`src/rtl/instr_fetch_unit_pkg.sv`:
```
// Shared core definitions for the RV32I fetch stage: data width, NOP encoding,
// selected opcodes and the fetch sequencer state type.
package instr_fetch_unit_pkg;

    localparam int unsigned XLEN = 32;

    // addi x0, x0, 0
    localparam logic [XLEN-1:0] NOP_INSTR = 32'h0000_0013;

    localparam logic [6:0] OP_IMM    = 7'b0010011;
    localparam logic [6:0] OP_BRANCH = 7'b1100011;
    localparam logic [6:0] OP_STORE  = 7'b0100011;

    typedef enum logic [1:0] {
        StIdle,
        StReq,
        StHold
    } fetch_state_e;

endpackage

```
`src/rtl/instr_fetch_unit.sv`:
```
// RV32I fetch stage: sequences word reads from instruction memory, latches the returned
// word into the IR and hands it to decode; execute redirects squash in-flight work.
module instr_fetch_unit #(
    parameter logic [31:0] RESET_PC  = 32'h0000_0000,
    parameter logic [31:0] NOP_INSTR = 32'h0000_0013
) (
    input  logic        clk,
    input  logic        rst_n,
    output logic        imem_req,
    output logic [31:0] imem_addr,
    input  logic        imem_ack,
    input  logic [31:0] imem_rdata,
    output logic        instr_valid,
    input  logic        instr_ready,
    output logic [31:0] instruction,
    output logic [31:0] instr_pc,
    input  logic        redirect_valid,
    input  logic [31:0] redirect_target,
    output logic        fetch_misalign
);

    import instr_fetch_unit_pkg::*;

    localparam logic [XLEN-1:0] RESET_PC_ALIGNED = {RESET_PC[XLEN-1:2], 2'b00};

    fetch_state_e    state_q, state_d;
    logic [XLEN-1:0] fetch_pc_q, fetch_pc_d;
    logic [XLEN-1:0] addr_q, addr_d;
    logic [XLEN-1:0] ir_q, ir_d;
    logic [XLEN-1:0] instr_pc_q, instr_pc_d;
    logic            valid_q, valid_d;
    logic            misalign_q, misalign_d;
    logic            discard_q, discard_d;
    logic [XLEN-1:0] target_aligned;

    assign target_aligned = {redirect_target[XLEN-1:2], 2'b00};

    always_comb begin
        state_d    = state_q;
        fetch_pc_d = fetch_pc_q;
        addr_d     = addr_q;
        ir_d       = ir_q;
        instr_pc_d = instr_pc_q;
        valid_d    = valid_q;
        misalign_d = 1'b0;
        discard_d  = discard_q;

        if (redirect_valid) begin
            fetch_pc_d = target_aligned;
            valid_d    = 1'b0;
            ir_d       = NOP_INSTR;
            misalign_d = (redirect_target[1:0] != 2'b00);
            state_d    = StReq;
            // An ack in this same cycle retires the old request; otherwise it is still owed.
            if (state_q == StReq) begin
                discard_d = !imem_ack;
            end
        end else begin
            unique case (state_q)
                StIdle: state_d = StReq;
                StReq: begin
                    if (imem_ack) begin
                        if (discard_q) begin
                            discard_d = 1'b0;
                        end else begin
                            ir_d       = imem_rdata;
                            instr_pc_d = fetch_pc_q;
                            fetch_pc_d = fetch_pc_q + 32'd4;
                            valid_d    = 1'b1;
                            state_d    = StHold;
                        end
                    end
                end
                StHold: begin
                    if (valid_q && instr_ready) begin
                        valid_d = 1'b0;
                        state_d = StReq;
                    end
                end
                default: state_d = StIdle;
            endcase
        end

        // The memory address only moves when a new request starts, never mid-request.
        if ((state_d == StReq) && ((state_q != StReq) || imem_ack)) begin
            addr_d = fetch_pc_d;
        end
    end

    always_ff @(posedge clk) begin
        if (!rst_n) begin
            state_q    <= StIdle;
            fetch_pc_q <= RESET_PC_ALIGNED;
            addr_q     <= RESET_PC_ALIGNED;
            ir_q       <= NOP_INSTR;
            instr_pc_q <= RESET_PC_ALIGNED;
            valid_q    <= 1'b0;
            misalign_q <= 1'b0;
            discard_q  <= 1'b0;
        end else begin
            state_q    <= state_d;
            fetch_pc_q <= fetch_pc_d;
            addr_q     <= addr_d;
            ir_q       <= ir_d;
            instr_pc_q <= instr_pc_d;
            valid_q    <= valid_d;
            misalign_q <= misalign_d;
            discard_q  <= discard_d;
        end
    end

    assign imem_req       = (state_q == StReq);
    assign imem_addr      = addr_q;
    assign instr_valid    = valid_q;
    assign instruction    = ir_q;
    assign instr_pc       = instr_pc_q;
    assign fetch_misalign = misalign_q;

endmodule

```
`config.mk`:
```
export PLATFORM = sky130hd
export DESIGN_NAME = instr_fetch_unit
export DESIGN_NICKNAME = d
export VERILOG_FILES = /design/src/rtl/instr_fetch_unit_pkg.sv /design/src/rtl/instr_fetch_unit.sv
export SDC_FILE = /design/constraint.sdc
export NUM_CORES = 1
export LEC_CHECK = 0
export CORE_MARGIN = 5
export CORE_UTILIZATION = 47
export DETAILED_ROUTE_END_ITERATION = 8
export MAX_ROUTING_LAYER = met4
export PLACE_DENSITY = 0.8
export SYNTH_ARGS = -nofsm -noshare
export SYNTH_HDL_FRONTEND = slang
export SYNTH_SLANG_ARGS = --single-unit
```
`constraint.sdc`:
```
create_clock -name clk -period 2.2 [get_ports clk]
set_input_delay 0.22 -clock clk [delete_from_list [all_inputs] [get_ports clk]]
set_output_delay 0.22 -clock clk [all_outputs]
set_load 0.05 [all_outputs]
```
==> flow_summary_export.csv, run 1 <==
group,metric,value,unit
timing,slew_headroom,62.9,%
timing,setup_viol,0,
floorplan,core-area,0.0114,mm2
placed_design,dp_hpwl,11.8,mm
power_and_ir_drop,sw_frac_of_total,27.6,%
cells_and_area,drive_gt1_share,7.56,%
cells_and_area,syn_to_final_growth,44.6,%
placed_design,routabilityCongestion,0.880,
clock_network,clkTransAtPathRegs,60,ps
power_and_ir_drop,cellPowerDensity,793,mW/mm2
floorplan,rows,39,
route,wl_per_cell,16.9,um
synthesis,yosys_warnings,0,
clock_network,cts_tree,"built",
global_routing,grt_max_degree,34,
setup_path,critPathCaptureType,"register",
timing,fin_crit,2030,ps
power_and_ir_drop,power_frac_clock,42.0,%
job,drv_cap,0,
route,vias,5442,
floorplan,die_y,117,um
synthesis,synth_cell_type_count,52,
clock_network,cts_sinks,133,
timing,setup_tns,0,ps
synthesis,ys_seq_area_share,49.1,%
synthesis,syn_nets,739,
clock_network,ctsHtreeMaxLevel,4,
global_routing,antenna_found_initial,0,
setup_path,timing.critical_path.mode_cell,"and4_1",
timing,finalClockSkew,9.46,ps
setup_path,critPathSlowestCell,"or4_1",
power_and_ir_drop,power.switching,1.72,mW
setup_path,path_class,"reg -> reg",
floorplan,ios,168,
setup_path,arrival,2380,ps
cells_and_area,finalNetCount,905,
clock_network,worstSkewPairLatency,420,ps
power_and_ir_drop,internal-power,4.51,mW
synthesis,syn_area_per_cell,8.11,um2
power_and_ir_drop,p_leak,2.88,nW
synthesis,synth_area_leaders,"dfxtp_1 (49%), nand2_1 (11%), a21oi_1 (7.1%)",
clock_network,holdBufCountCts,0,
setup_path,startpoint_type,"register",
route,routed_wirelength,16.7,mm
synthesis,synth-edff-count,0,
global_routing,grt_pass1_vias,5449,
timing,rsz0062_at_grt,"false",
clock_network,cts.path.max_buffers,2,
timing,hold_viol,0,
timing,fin_crit_sh,92.2,%
synthesis,synth_ff_type,"dfxtp_1",
global_routing,grt_pass1_wl,27.0,mm
route,dr.pass1.iters,5,
timing,report.final.slew_viol_count,0,
placed_design,portBuffers,167,
power_and_ir_drop,peakVddDrop,0.513,mV
clock_network,numCtsBuffers,17,
setup_path,critPathMaxFanout,10,
floorplan,start_util,47.7,%
route,drtIter0Drc,418,
route,routed_via_density,5.50,
timing,worst_slew_pin_slew,555,ps
synthesis,async_reset_ff_share,0,%
synthesis,syn_inst,669,
run_status,run_status,"completed",
timing,fmax,493,MHz
route,ant_nets,0,
timing,finalWorstSetupSlack,172,ps
cells_and_area,diodes,0,
power_and_ir_drop,power_frac_comb,15.7,%
synthesis,synth_top_area_cell,"dfxtp_1",
placed_design,post-place-ws,30.6,ps
power_and_ir_drop,seqPwrFrac,42.3,%
clock_network,cts-root-buf,"clkbuf_16",
clock_network,cts-resized-gates,0,
floorplan,die_w,117,um
global_routing,grt_usage,24.5,%
route,drc_errors,0,
synthesis,synth_top_area_share,49.1,%
synthesis,synth_area,0.00543,mm2
clock_network,post_cts_buffers,0,
hold_path,worstHoldPathType,"in -> reg",
setup_path,cpPeakStageDelay,460,ps
floorplan,die-area,0.0138,mm2
setup_path,path_cells,"and4_1 > and4_1 > nand3_1 > or4_1 > a31oi_1",
synthesis,synth_seq_cells,133,
setup_path,crit_required,2550,ps
global_routing,overflow,0,
-- kinds of logic (layout without fill, tap and decap cells) --
group | count (synthesis) | after routing | share of synthesized area [%]
adders and majority gates | 1 | 1 | 0.231
muxes | 11 | 11 | 2.05
DFF | 133 | 133 | 49.1
and+or+nand+nor | 311 | 311 | 26.4
xor gates and xnor gates | 12 | 12 | 1.94
AOI/OAI and AO/OA | 151 | 151 | 16.8
buffers and inverters | 50 | 228 | 3.55
-- sequential cells by signal, indices dropped and copies added, names as in the netlist --
signal,count
fetch_pc_q,32
imem_addr,32
instr_pc,32
instruction,32
state_q,2
discard_q,1
fetch_misalign,1
instr_valid,1
-- path summary, 6_finish.rpt --
path,slack [ps],depth (start not counted),endpoint,startpoint
worst max-delay path,170,5,fetch_pc_q[29],fetch_pc_q[7]
worst min register to register,450,2,instr_pc[1],fetch_pc_q[1]
worst max register to register,170,5,fetch_pc_q[29],fetch_pc_q[7]
worst min-delay path,100,3,state_q[0],redirect_valid
-- worst max-delay path, delay by kind of cell (launching register included) --
| kind | cells | cell delay [ps] |
|---|---|---|
| AO/OA/AOI/OAI | 1 | 170 |
| AND/OR/NAND/NOR | 4 | 1340 |
| flip-flops | 1 | 450 |
-- power by group through the flow --
stage | combinational, mW | sequential, mW | clock (mW)
finish | 0.976 | 2.63 | 2.61
global route | 1.04 | 2.64 | 2.78
CTS | 0.977 | 2.63 | 2.65
detailed placement | 0.969 | 2.68 | 0
global placement | 0.951 | 2.67 | 0
floorplan | 0.322 | 2.91 | 0
-- layout by cell type (no fill, tap or decap), drive strengths merged, types with 3 or more instances in the layout --
| master | count |
|---|---|
| a31oi | 7 |
| xnor2 | 10 |
| nor3 | 12 |
| a21oi | 77 |
| inv | 5 |
| clkdlybuf4s50 | 165 |
| and4 | 5 |
| buf | 27 |
| and2 | 7 |
| o31a | 3 |
| nor4 | 5 |
| a21o | 3 |
| and3 | 19 |
| or3 | 3 |
| nand2 | 166 |
| dfxtp | 133 |
| o211ai | 4 |
| clkinv | 7 |
| nand4 | 9 |
| o211a | 3 |
| nand3 | 26 |
| o21ai | 23 |
| nor2 | 34 |
| nand2b | 7 |
| mux2i | 10 |
| clkbuf | 22 |
| a22o | 6 |
| o31ai | 6 |
| nor2b | 9 |
| or4 | 3 |
| o2bb2ai | 3 |
-- routing by layer --
layer | GRT usage [%] | share of wire [%] | vias to the layer above
met5 | - | 0 | -
met3 | 7.35 | 7.8 | 37
li1 | - | - | 2643
met4 | 9.75 | 2.2 | 0
met1 | 28.2 | 41 | 2528
met2 | 39.9 | 49 | 234
-- synthesized netlist by cell type, types with 4 or more instances --
| cell | n |
|---|---|
| clkbuf_1 | 29 |
| xnor2_1 | 10 |
| o211ai_1 | 4 |
| nand3_1 | 26 |
| o21ai_0 | 23 |
| a22o_1 | 6 |
| nor2b_1 | 9 |
| nand2_1 | 166 |
| buf_1 | 12 |
| nand4_1 | 9 |
| and3_1 | 19 |
| a31oi_1 | 7 |
| and2_1 | 7 |
| nor3_1 | 12 |
| dfxtp_1 | 133 |
| and4_1 | 5 |
| o31ai_1 | 6 |
| nand2b_1 | 7 |
| buf_2 | 4 |
| mux2i_1 | 10 |
| nor4_1 | 5 |
| nor2_1 | 34 |
| a21oi_1 | 77 |
-- layout make-up --
type / instances / area [um2]
Fill cell: 901 / 3520
Sequential cell: 133 / 2660
Multi-Input combinational cell: 486 / 2580
Timing Repair Buffer: 192 / 1860
Clock buffer: 22 / 464
Tap cell: 143 / 179
Clock inverter: 9 / 80.1
Inverter: 5 / 18.8
-- stage by stage --
stage | power, mW | cell area [um2] | cells | utilization (%) | hold slack (ps)
after floorplan | 3.23 | 5430 | 669 | - | 317
after global placement | 3.63 | 7300 | 959 | 64.2 | 435
after detailed placement | 3.65 | 7300 | 959 | 64.2 | 440
after CTS | 6.25 | 7850 | 990 | 69.0 | 80.7
after global routing | 6.46 | 7850 | 990 | 69.0 | 119
final | 6.22 | 7850 | 990 | 69.0 | 99.7
No activity file was read; power rests on OpenSTA's default activity.
==> inputs of run 2 (changes only) <==
- CAP_MARGIN: unset -> 20
==> results of run 2 <==
Final layout, timing and power as in run 1 (identical DEF).
==> inputs of run 3 (changes only) <==
- SKIP_CTS_REPAIR_TIMING: unset -> 1
==> results of run 3 <==
Final layout, timing and power as in run 1 (identical DEF).
